### config.mk
export PLATFORM = sky130hd
export DESIGN_NAME = router_pkt_tx
export DESIGN_NICKNAME = d
export VERILOG_FILES = /design/src/rtl/router_pkg.sv /design/src/rtl/router_pkt_buf.sv /design/src/rtl/router_pkt_tx.sv
export SDC_FILE = /design/constraint.sdc
export NUM_CORES = 1
export LEC_CHECK = 0
export ABC_AREA = 1
export BUFFER_PORTS_ARGS = -buffer_cell sky130_fd_sc_hd__buf_2
export CAP_MARGIN = 40
export CORE_MARGIN = 5
export CORE_UTILIZATION = 25
export DETAILED_ROUTE_END_ITERATION = 8
export SETUP_SLACK_MARGIN = 0.2
export SYNTH_ARGS = -nofsm -noshare
export SYNTH_HDL_FRONTEND = slang
export SYNTH_HIERARCHICAL = 1
export SYNTH_SLANG_ARGS = --single-unit
### constraint.sdc
create_clock -name clock -period 9.1 [get_ports clock]
set_input_delay 1.82 -clock clock [delete_from_list [all_inputs] [get_ports clock]]
set_output_delay 1.82 -clock clock [all_outputs]
set_load 0.1 [all_outputs]
### src/rtl/router_pkg.sv
// Shared types and constants for the router packet transmitter.
// Header byte layout is {payload_len, dest_addr}; address 3 is not a router port.
package router_pkg;

    localparam int HDR_W  = 8;
    localparam int LEN_W  = 6;
    localparam int ADDR_W = 2;
    localparam int BUF_DEPTH = 1 << LEN_W;

    localparam logic [ADDR_W-1:0] ADDR_INVALID = 2'b11;

    typedef enum logic [2:0] {
        ST_IDLE,
        ST_LOAD,
        ST_HEADER,
        ST_PAYLOAD,
        ST_PARITY,
        ST_GAP
    } state_e;

    typedef struct packed {
        logic [LEN_W-1:0]  len;
        logic [ADDR_W-1:0] addr;
    } header_t;

    function automatic header_t make_header(input logic [LEN_W-1:0]  len,
                                            input logic [ADDR_W-1:0] addr);
        header_t h;
        h.len  = len;
        h.addr = addr;
        return h;
    endfunction

    function automatic logic header_ok(input logic [LEN_W-1:0]  len,
                                       input logic [ADDR_W-1:0] addr);
        return (len != '0) && (addr != ADDR_INVALID);
    endfunction

endpackage

### src/rtl/router_pkt_buf.sv
// Payload staging memory: 64x8, one synchronous write port, one asynchronous read port.
module router_pkt_buf
    import router_pkg::*;
(
    input  logic             clock,
    input  logic             we_i,
    input  logic [LEN_W-1:0] waddr_i,
    input  logic [HDR_W-1:0] wdata_i,
    input  logic [LEN_W-1:0] raddr_i,
    output logic [HDR_W-1:0] rdata_o
);

    logic [HDR_W-1:0] mem_q [BUF_DEPTH];

    // NOTE: storage has no reset; every entry read is written in LOAD first, and
    // leaving it out keeps the array mappable to plain RAM.
    always_ff @(posedge clock) begin
        if (we_i) begin
            mem_q[waddr_i] <= wdata_i;
        end
    end

    assign rdata_o = mem_q[raddr_i];

endmodule

### src/rtl/router_pkt_tx.sv
// Packet transmitter: buffers a payload, then sends header, payload and XOR parity
// to the router with stall support, followed by a fixed idle gap.
module router_pkt_tx
    import router_pkg::*;
#(
    parameter int GAP_CYCLES = 3
) (
    input  logic              clock,
    input  logic              reset,
    input  logic              start,
    input  logic [ADDR_W-1:0] dest_addr,
    input  logic [LEN_W-1:0]  payload_len,
    input  logic [HDR_W-1:0]  payload_data,
    input  logic              payload_valid,
    output logic              payload_ready,
    input  logic              busy,
    output logic [HDR_W-1:0]  data_out,
    output logic              pkt_valid,
    output logic              tx_active,
    output logic              done,
    output logic              err
);

    localparam int GAP_W = (GAP_CYCLES > 1) ? $clog2(GAP_CYCLES) : 1;

    state_e           state_q;
    header_t          header_q;
    logic [HDR_W-1:0] parity_q;
    logic [LEN_W-1:0] count_q;
    logic [LEN_W-1:0] index_q;
    logic [GAP_W-1:0] gap_q;

    logic [HDR_W-1:0] data_out_q;
    logic             pkt_valid_q;
    logic             payload_ready_q;
    logic             tx_active_q;
    logic             done_q;
    logic             err_q;

    logic             buf_we;
    logic [LEN_W-1:0] rd_addr;
    logic [HDR_W-1:0] rd_data;
    logic             last_load;
    logic             last_payload;

    // data_out is registered, so the buffer is read one byte ahead of the index.
    assign buf_we       = (state_q == ST_LOAD) && payload_valid;
    assign rd_addr      = (state_q == ST_PAYLOAD) ? index_q + LEN_W'(1) : '0;
    assign last_load    = (count_q == header_q.len - LEN_W'(1));
    assign last_payload = (index_q == header_q.len - LEN_W'(1));

    router_pkt_buf u_buf (
        .clock   (clock),
        .we_i    (buf_we),
        .waddr_i (count_q),
        .wdata_i (payload_data),
        .raddr_i (rd_addr),
        .rdata_o (rd_data)
    );

    // NOTE: all state here uses non-blocking assignments so every register samples
    // pre-edge values and the outputs line up with the state they belong to.
    always_ff @(posedge clock) begin
        if (reset) begin
            state_q         <= ST_IDLE;
            header_q        <= '0;
            parity_q        <= '0;
            count_q         <= '0;
            index_q         <= '0;
            gap_q           <= '0;
            data_out_q      <= '0;
            pkt_valid_q     <= 1'b0;
            payload_ready_q <= 1'b0;
            tx_active_q     <= 1'b0;
            done_q          <= 1'b0;
            err_q           <= 1'b0;
        end else begin
            done_q <= 1'b0;
            err_q  <= 1'b0;
            case (state_q)
                ST_IDLE: begin
                    if (start) begin
                        if (header_ok(payload_len, dest_addr)) begin
                            state_q         <= ST_LOAD;
                            header_q        <= make_header(payload_len, dest_addr);
                            parity_q        <= make_header(payload_len, dest_addr);
                            count_q         <= '0;
                            payload_ready_q <= 1'b1;
                            tx_active_q     <= 1'b1;
                        end else begin
                            err_q <= 1'b1;
                        end
                    end
                end
                ST_LOAD: begin
                    if (payload_valid) begin
                        parity_q <= parity_q ^ payload_data;
                        count_q  <= count_q + LEN_W'(1);
                        if (last_load) begin
                            state_q         <= ST_HEADER;
                            payload_ready_q <= 1'b0;
                            data_out_q      <= header_q;
                            pkt_valid_q     <= 1'b1;
                        end
                    end
                end
                ST_HEADER: begin
                    if (!busy) begin
                        state_q    <= ST_PAYLOAD;
                        index_q    <= '0;
                        data_out_q <= rd_data;
                    end
                end
                ST_PAYLOAD: begin
                    if (!busy) begin
                        if (last_payload) begin
                            state_q     <= ST_PARITY;
                            data_out_q  <= parity_q;
                            pkt_valid_q <= 1'b0;
                        end else begin
                            index_q    <= index_q + LEN_W'(1);
                            data_out_q <= rd_data;
                        end
                    end
                end
                ST_PARITY: begin
                    if (!busy) begin
                        data_out_q <= '0;
                        gap_q      <= '0;
                        if (GAP_CYCLES == 0) begin
                            state_q     <= ST_IDLE;
                            tx_active_q <= 1'b0;
                            done_q      <= 1'b1;
                        end else begin
                            state_q <= ST_GAP;
                        end
                    end
                end
                ST_GAP: begin
                    if (gap_q == GAP_W'(GAP_CYCLES - 1)) begin
                        state_q     <= ST_IDLE;
                        tx_active_q <= 1'b0;
                        done_q      <= 1'b1;
                    end else begin
                        gap_q <= gap_q + GAP_W'(1);
                    end
                end
                default: begin
                    state_q         <= ST_IDLE;
                    data_out_q      <= '0;
                    pkt_valid_q     <= 1'b0;
                    payload_ready_q <= 1'b0;
                    tx_active_q     <= 1'b0;
                end
            endcase
        end
    end

    assign data_out      = data_out_q;
    assign pkt_valid     = pkt_valid_q;
    assign payload_ready = payload_ready_q;
    assign tx_active     = tx_active_q;
    assign done          = done_q;
    assign err           = err_q;

endmodule

==> summary.md <==
| Metric | Value |
|---|---|
| Crit path arrival time | `4970 ps` |
| Clock sink count | `558` |
| Overflow after GRT | `0` |
| Global Route met1 Usage | `16.2%` |
| Placed Area | `25500 um2` |
| Pre-CTS setup slack | `4490 ps` |
| Top cell by count, worst path | `nand2_1` |
| Worst-Margin Slew | `907 ps` |
| ANT nets after route | `0` |
| Post-CTS Hold Buffers | `0` |
| GRT met3 Usage | `2.19%` |
| Final setup viols | `0` |
| Synth Area in Simple Gates | `24.8%` |
| Comb pwr share | `17.1%` |
| Layout cells sized above 1 | `9.12%` |
| Post-route cell area | `27300 um2` |
| Worst-skew pair later-pin latency | `630 ps` |
| DRC | `0` |
| RSZ-0062 raised after global routing | `false` |
| Peak supply drop | `0.126 mV` |
| #FFs+latches synth | `558` |
| Cts repair resizes | `0` |
| Final Max Tran Viols | `0` |
| Switching share of total power | `29.1%` |
| CTS Root Cell | `clkbuf_16` |
| Synthesized net count | `2259` |
| FF-to-FF End | `data_out[1]` |
| Initial antenna violation count | `0` |
| # diodes | `0` |
| First-pass GRT wire length | `97.2 mm` |
| Core area | `95300 um2` |
| Top cell type's share of synthesized area | `63.8%` |
| Nets | `2270` |
| Ports | `34` |
| Net load switching power | `1800 uW` |
| Hold Path Class | `reg -> reg` |
| Main area contributors after synthesis | `edfxtp_1, nand2_1, nand3_1` |
| Cts bufs inserted | `55` |
| CP Cell Sequence | `inv_1 > nand3_1 > nor2_4 > buf_4 > buf_4 > buf_16 > buf_4 > nand2_1 > nand3_1 > nand3_1 > nand2_1 > nand2_1 > nand3_1 > nand3_1 > nand2_1 > inv_1 > o21ai_0 > inv_1 > nand2_1 > nand2_1 > a21oi_1` |
| First-pass detailed-route iteration total | `5` |
| Post-layout util | `28.6%` |
| Vias in the first global route | `15820` |
| Post-synthesis compound-gate area fraction | `2.14%` |
| Hold Crit Start | `payload_ready` |
| Starting density of the core | `25.3%` |
| Synth Instances | `2234` |
| R2r startpoint | `state_q[2]` |
| Via count | `16446` |
| Drt via density | `4.62` |
| Status | `finished, final reports clean` |
| Main combinational cell family by area after synthesis | `simple AND/OR/NAND/NOR gates` |
| Fillers | `9849` |
| P&R area growth vs syn | `13.4%` |
| Worst R2R Setup Slack | `4670 ps` |
| Worst hold path stage count | `2` |
| Overall Global Routing Usage | `12.0%` |
| Post-Synth XOR/XNOR Area | `0.182%` |
| Met2 GRT Util | `19.8%` |
| Pwr dens | `227 nW/um2` |
| CP max FO | `86` |
| 1st-iter DRT viols | `1548` |
| GP Congestion | `0.811` |
| Final Hold Fails | `0` |
| Library cells used by synthesis | `45` |
| Wire per inst | `18.0 um` |
| Int Pwr | `4390 uW` |
| Pin count of the biggest net entering global routing | `111` |
| Max Clk Rate | `0.226 GHz` |
| Cell area after synthesis | `24100 um2` |
| PnR worst setup slack | `4670 ps` |
| Crit Path Category | `reg -> reg` |
| GRT busiest layer | `met2` |
| Dpl hpwl | `37.9 mm` |
| Adder-cell share of the synthesized area | `0.208%` |
| Mean Syn Cell Area | `10.8 um2` |
| CP max stage cell | `buf_4` |
| Period minus WS final | `4430 ps` |
| Critical Path End Type | `flop` |
| CTS clk-pin slew, worst paths | `60 ps` |
| Deepest clock path buffer count | `3` |
| Startpoint Class | `flop` |
| Mux share of post-synthesis cell area | `0%` |
| Period utilisation layout | `48.7%` |
| Post-CTS setup buffer count | `0` |
| Required @ worst endpoint | `9640 ps` |
| Final WL | `64.0 mm` |
| Max Clock Skew | `25.3 ps` |
| Fin Setup TNS | `0 ps` |
| Synth warn | `6` |
| LEAKAGE | `0.00961 uW` |
| Max-cap viol count | `0` |
| Tot Pwr | `6190 uW` |
| Register share of total power | `46.9%` |
| Die Area | `103000 um2` |
| Seq/Total Area, Yosys | `67.7%` |
| CP max stage delay | `710 ps` |
| DIE HEIGHT | `320 um` |
| IO Port Bufs | `33` |
| Reg2reg path depth | `21` |
| Synth area leader | `edfxtp_1` |
| # H-tree levels | `2` |
| Clock power frac | `36.0%` |
| Worst hold endpoint | `payload_ready` |
| Rows | `113` |
| Slew margin rel. | `39.5%` |
| Chip width | `320 um` |
| CTS tree | `done` |
==> flip-flops by register name, indices dropped and copies added (netlist names) <==
register       cells
count_q            6
data_out           8
done               1
err                1
gap_q              2
header_q           8
index_q            6
parity_q           8
payload_ready      1
pkt_valid          1
state_q            3
tx_active          1
u_buf/mem_q      512
==> stage by stage <==
stage / instances / hold slack (ps)
after detailed placement: 3453 / 453
final: 3556 / 461
after CTS: 3556 / 464
after global placement: 3438 / 448
after floorplan: 2234 / 437
after global routing: 3556 / 488
==> power groups by stage <==
stage          Sequential [uW]  Combinational, uW  Clock, uW
2_1_floorplan             3030                700          0
3_3_place_gp              2960               1020          0
3_5_place_dp              2960               1050          0
4_1_cts                   2900               1050       2280
5_1_grt                   2910               1160       2380
6_report                  2900               1060       2230
==> synth_stat cells (all sizes together) <==
cell type and number:
a211oi 9, xor2 3, ha 4, o22ai 6, nor3b 2, a31oi 1, clkinv 3, o41ai 1
buf 106, o211ai 1, nand3 486, nor2 102, xnor2 2, a21oi 37, and3 1, edfxtp 512
inv 80, nand4 15, nand3b 1, nor3 9, dfxtp 46, nor4 10, o21ai 32, clkbuf 18
nand2 747
==> layer usage <==
metal / routed length (um) / share of wire, %
met1: 27600 / 43
met2: 30600 / 48
met5: 0 / 0
met4: 1770 / 2.8
met3: 4050 / 6.3
==> cell families after synthesis <==
family,Yosys count
flops,558
buf+inv,207
compound gates,87
fa+ha+maj,4
xor+xnor,5
simple gates,1373
==> cells in the final DEF (no fill, tap or decap), types with 4 or more instances in the layout <==
master     count
nand2_2       10
inv_1         73
a21oi_1       28
o21ai_0       26
inv_2          5
buf_16         8
clkbuf_16     55
clkinv_1      12
edfxtp_1     512
clkbuf_1      12
nand4_1       15
nor2_1        93
nor4_1        10
nand3_1      481
bufinv_16      5
a21oi_2        7
a211oi_1       9
o22ai_1        6
nor2_2         5
nor3_1         6
nor2_4         4
dfxtp_1       46
clkinv_2      14
ha_1           4
nand2_1      734
buf_4         30
buf_2         33
o21ai_1        4
==> worst max path at each step <==
stage	from	end	slack [ps]
6_report	state_q[2]	data_out[1]	4670
5_1_grt	state_q[2]	data_out[7]	4250
4_1_cts	state_q[2]	data_out[5]	4680
3_5_place_dp	payload_valid	u_buf/mem_q[44][0]	4490
3_3_place_gp	payload_valid	u_buf/mem_q[33][3]	4270
2_1_floorplan	payload_valid	u_buf/mem_q[48][0]	5290
==> worst max-delay path, delay by kind of cell (launching register included) <==
family                 cells  cell delay, ps
and+or+nand+nor           12            1680
buffers and inverters      7            1970
AOI/OAI and AO/OA          2             270
DFF                        1             340
==> layout make-up <==
class                           count  area (um2)  share of cell area [%]
Inverter                           83         328                    1.20
Clock buffer                       67        1420                    5.21
Multi-Input combinational cell   1469        6620                    24.3
Clock inverter                     36         337                    1.23
Tap cell                         1265        1580                    5.80
Timing Repair Buffer               78         714                    2.62
Sequential cell                   558       16300                    59.7
(Power assumes the default switching activity.)
